==> config.mk <==
export PLATFORM = sky130hd
export DESIGN_NAME = mem_ctrl
export DESIGN_NICKNAME = d
export VERILOG_FILES = /design/src/rtl/mem_ctrl.sv
export SDC_FILE = /design/constraint.sdc
export NUM_CORES = 1
export LEC_CHECK = 0
export CORE_MARGIN = 2
export CORE_UTILIZATION = 39
export DETAILED_ROUTE_END_ITERATION = 7
export PLACE_DENSITY = 0.84
export RECOVER_POWER = 50
export SYNTH_ARGS = -nofsm -noshare
export SYNTH_HDL_FRONTEND = slang
export SYNTH_SLANG_ARGS = --single-unit
export TNS_END_PERCENT = 100
==> constraint.sdc <==
create_clock -name clock -period 1.6 [get_ports clock]
set_input_delay 0.16 -clock clock [delete_from_list [all_inputs] [get_ports clock]]
set_output_delay 0.16 -clock clock [all_outputs]
set_load 0.02 [all_outputs]
==> src/rtl/mem_ctrl.sv <==
// Single-port RAM controller: accepts one CPU request at a time and sequences the RAM strobes.
// Optional write read-back check is enabled by defining MEM_CTRL_WRVERIFY_EN.
module mem_ctrl #(
  parameter int ADDR_W = 9,
  parameter int DATA_W = 32
) (
  input  logic              clock,
  input  logic              clear,
  input  logic              req_valid,
  output logic              req_ready,
  input  logic              req_write,
  input  logic [ADDR_W-1:0] req_addr,
  input  logic [DATA_W-1:0] req_wdata,
  output logic              rsp_valid,
  input  logic              rsp_ready,
  output logic [DATA_W-1:0] rsp_rdata,
  output logic              rsp_err,
  output logic              mem_read,
  output logic              mem_write,
  output logic [ADDR_W-1:0] mem_addr,
  output logic [DATA_W-1:0] BusMuxOut,
  input  logic [DATA_W-1:0] MDataIn
);

  typedef enum logic [2:0] {
    IDLE = 3'd0,
    WR   = 3'd1,
    RD   = 3'd2,
    CAP  = 3'd3,
`ifdef MEM_CTRL_WRVERIFY_EN
    VRD  = 3'd5,
    VCAP = 3'd6,
`endif
    RSP  = 3'd4
  } state_t;

  state_t state_r;
  state_t next_state_s;
  logic   accept_s;
  logic   write_r;

  // Next-state decode; a strobe state that disagrees with the latched direction falls back to IDLE.
  always_comb begin
    next_state_s = state_r;
    accept_s     = 1'b0;
    case (state_r)
      IDLE: begin
        if (req_valid) begin
          accept_s     = 1'b1;
          next_state_s = req_write ? WR : RD;
        end else begin
          next_state_s = IDLE;
        end
      end
      WR: begin
        if (write_r) begin
`ifdef MEM_CTRL_WRVERIFY_EN
          next_state_s = VRD;
`else
          next_state_s = RSP;
`endif
        end else begin
          next_state_s = IDLE;
        end
      end
      RD: begin
        if (write_r) begin
          next_state_s = IDLE;
        end else begin
          next_state_s = CAP;
        end
      end
      CAP: next_state_s = RSP;
`ifdef MEM_CTRL_WRVERIFY_EN
      VRD:  next_state_s = VCAP;
      VCAP: next_state_s = RSP;
`endif
      RSP: begin
        if (rsp_ready) begin
          next_state_s = IDLE;
        end else begin
          next_state_s = RSP;
        end
      end
      default: next_state_s = IDLE;
    endcase
  end

  // State register, registered handshake/strobe outputs and request datapath.
  always_ff @(posedge clock) begin
    if (clear) begin
      state_r   <= IDLE;
      req_ready <= 1'b1;
      rsp_valid <= 1'b0;
      mem_read  <= 1'b0;
      mem_write <= 1'b0;
      mem_addr  <= {ADDR_W{1'b0}};
      BusMuxOut <= {DATA_W{1'b0}};
      rsp_rdata <= {DATA_W{1'b0}};
      write_r   <= 1'b0;
    end else begin
      state_r   <= next_state_s;
      req_ready <= (next_state_s == IDLE);
      rsp_valid <= (next_state_s == RSP);
      mem_write <= (next_state_s == WR);
`ifdef MEM_CTRL_WRVERIFY_EN
      mem_read  <= (next_state_s == RD) || (next_state_s == VRD);
`else
      mem_read  <= (next_state_s == RD);
`endif
      if (accept_s) begin
        mem_addr  <= req_addr;
        BusMuxOut <= req_wdata;
        write_r   <= req_write;
      end
      // MDataIn is valid during CAP/VCAP, one cycle after the read strobe was sampled.
      if (state_r == CAP) begin
        rsp_rdata <= MDataIn;
      end
`ifdef MEM_CTRL_WRVERIFY_EN
      if (state_r == VCAP) begin
        rsp_rdata <= MDataIn;
      end
`endif
    end
  end

`ifdef MEM_CTRL_WRVERIFY_EN
  // Read-back compare flag, refreshed with every response and held in between.
  always_ff @(posedge clock) begin
    if (clear) begin
      rsp_err <= 1'b0;
    end else if (state_r == VCAP) begin
      rsp_err <= (MDataIn != BusMuxOut);
    end else if (state_r == CAP) begin
      rsp_err <= 1'b0;
    end
  end
`else
  assign rsp_err = 1'b0;
`endif

endmodule

==> metrics.csv <==
metric,value,unit
WP data arrival,1320,ps
fmax,0.674,GHz
IO buf count,154,
R2R depth,4,
status,finished clean,
Startpoint Class,flop,
Tcrit/Tclk final,92.7,%
vias in the first global route,2740,
final core occ,65.1,%
kind of end point of the critical path,output pin,
CTS tree,built,
"Largest stage delay, worst path",640,ps
gr usage total,19.7,%
vias,2820,
CP bufs+invs,1,
Hold Crit Start,clear,
WS Path Type,flop to output pin,
clk sink count,81,
# fillers,630,
global-route wire length before repair,13100,um
r2r startpoint,state_r[2],
TritonRoute pass-1 iters,4,
Crit path required time,1440,ps
Hold WC Path Type,primary input to flop,
Post-synth EDFFs,0,
setup TNS,0,ps
initial core utilization,40.0,%
Longest Clk Path Bufs,2,
Sequential Area,1620,um^2
Layout area overhead,62.7,%
nets,581,
Residual DRC,0,
Final Critical Period,1480,ps
Syn Inst Count,354,
initial DRC count,93,
Via density,4.65,
total CTS buffers,9,
Power Density,950,nW/um^2
Final Hold Viols,0,
syn_area_per_cell,8.15,um^2
die area,8100,um^2
leakage,1.69,nW
hold-fix buffers at CTS,0,
post_cts resized,0,
IO Pins,156,
"Cell Area, Synth",2890,um^2
routability cong.,0.809,
largest net degree at the start of global routing,76,
"Seq/Total Area, Yosys",56.2,%
Max Cap Viol,0,
# Post-CTS Setup Buffers,0,
Die Span Y,90.0,um
H-tree levels,3,
clock latency on the worst-skew pair,340,ps
total routed wirelength,7870,um
Post-DP HPWL,5620,um
final slew viol count,0,
Peak VDD IR,0.000579,V
worst hold path depth,3,
number of diodes,0,
Multi-input gate area,1080,um^2
clock skew,8.84,ps
R2R setup slack,130,ps
antenna violations before repair,0,
synth unique cells,23,
clock root cell,clkbuf_8,
clock transition at the registers of the reported paths,80,ps
WL per Instance,13.0,um
Critical R2R Capture,mem_addr[3],
layout cells sized above 1,4.92,%
post-synth net total,432,
Worst path slowest cell,clkdlybuf4s50_1,
row cnt,31,
Synth async-reset ratio,0,%
CP Max Fanout,2,
Ys Warns,0,
Crit path max-delay family,buffers and inverters,
Post-synth top flop,dfxtp_1,
ANT nets after route,0,
die width,90.0,um
Synth Register Bits,81,
final setup fails,0,
Core ar.,7210,um^2
worst hold path endpoint,mem_write,
RSZ-0062 raised after global routing,no,
GR Overflow Total,0,
crit path cell chain,clkdlybuf4s50_1,
"Power, Total",4.46,mW
## power breakdown
group	total [mW]	switching (mW)	internal, mW
logic	0.801	0.378	0.423
clock network	1.49	0.724	0.769
registers	2.16	0.0489	2.11
total	4.46	1.15	3.31
## kinds of logic after synthesis
| family | count (synthesis) | synth area share [%] |
|---|---|---|
| buffers and inverters | 28 | 6.16 |
| other | 1 | 0.130 |
| AO/OA/AOI/OAI | 79 | 13.7 |
| AND/OR/NAND/NOR | 165 | 23.8 |
| flip-flops | 81 | 56.2 |
## cell usage in the layout, fill, tap and decap left out, drive strengths merged, types with 2 or more instances in the layout
| cell | instances |
|---|---|
| clkdlybuf4s50 | 152 |
| nand2 | 150 |
| dfxtp | 81 |
| a21oi | 78 |
| clkbuf | 13 |
| buf | 10 |
| inv | 3 |
| or4b | 2 |
| nand2b | 2 |
| and2 | 2 |
| nor3 | 2 |
## layout make-up
class | count | share of cell area (%)
repair buffers | 164 | 35.4
flip-flops and latches | 81 | 34.6
multi-input cells | 245 | 23.1
clock buffers | 12 | 3.09
well taps | 99 | 2.64
clock inverters | 4 | 1.09
inverters | 2 | 0.160
## registers in the layout (all words and copies together), names as in the netlist
signal and flops:
BusMuxOut 32, rsp_rdata 32, mem_addr 9, state_r 3
mem_read 1, mem_write 1, req_ready 1, rsp_valid 1
write_r 1
## synthesized netlist by cell type, types with 2 or more instances
library cell    n  area share, %
nor3_1          2           0.35
and2_1          2           0.43
buf_8           4            2.1
nand2b_1        2           0.43
buf_6           2           0.78
clkbuf_1       12            1.6
inv_1           2           0.26
a21oi_1        78             14
nand2_1       150             20
dfxtp_1        81             56
buf_2           7            1.2
## how the worst max path moves through the flow
| stage | start | endpoint | slack [ps] | depth (start not counted) |
|---|---|---|---|---|
| after floorplan | state_r[1] | BusMuxOut[0] | 180 | 6 |
| after global placement | req_valid | mem_addr[4] | 10 | 5 |
| after detailed placement | req_valid | BusMuxOut[4] | -30 | 5 |
| after CTS | mem_addr[6] | mem_addr[6] | 90 | 1 |
| after global routing | mem_addr[6] | mem_addr[6] | 60 | 1 |
| final | mem_addr[6] | mem_addr[6] | 120 | 1 |
## worst reg2reg max path, cell delays in order (launching register included)
cell	delay, ps
dfxtp_1	380
or4b_1	530
buf_6	230
nand2_1	120
a21oi_1	80
## through the flow
stage	cells	hold WS [ps]	worst slack, ps	instance area [um^2]
5_1_grt	607	257	61.5	4690
4_1_cts	607	220	90.7	4710
3_3_place_gp	591	441	11.6	4510
6_report	607	227	116	4690
3_5_place_dp	591	445	-25.5	4510
2_1_floorplan	354	239	177	2890
## routing by layer
metal | up-vias | global-route usage, % | share of wire, %
li1 | 1428 | - | -
met2 | 113 | 32.7 | 48
met1 | 1265 | 24.2 | 42
met5 | - | 0 | 0
met4 | 0 | 6.15 | 1.5
met3 | 14 | 6.45 | 8.6
Power figures use the tool's default switching activity.
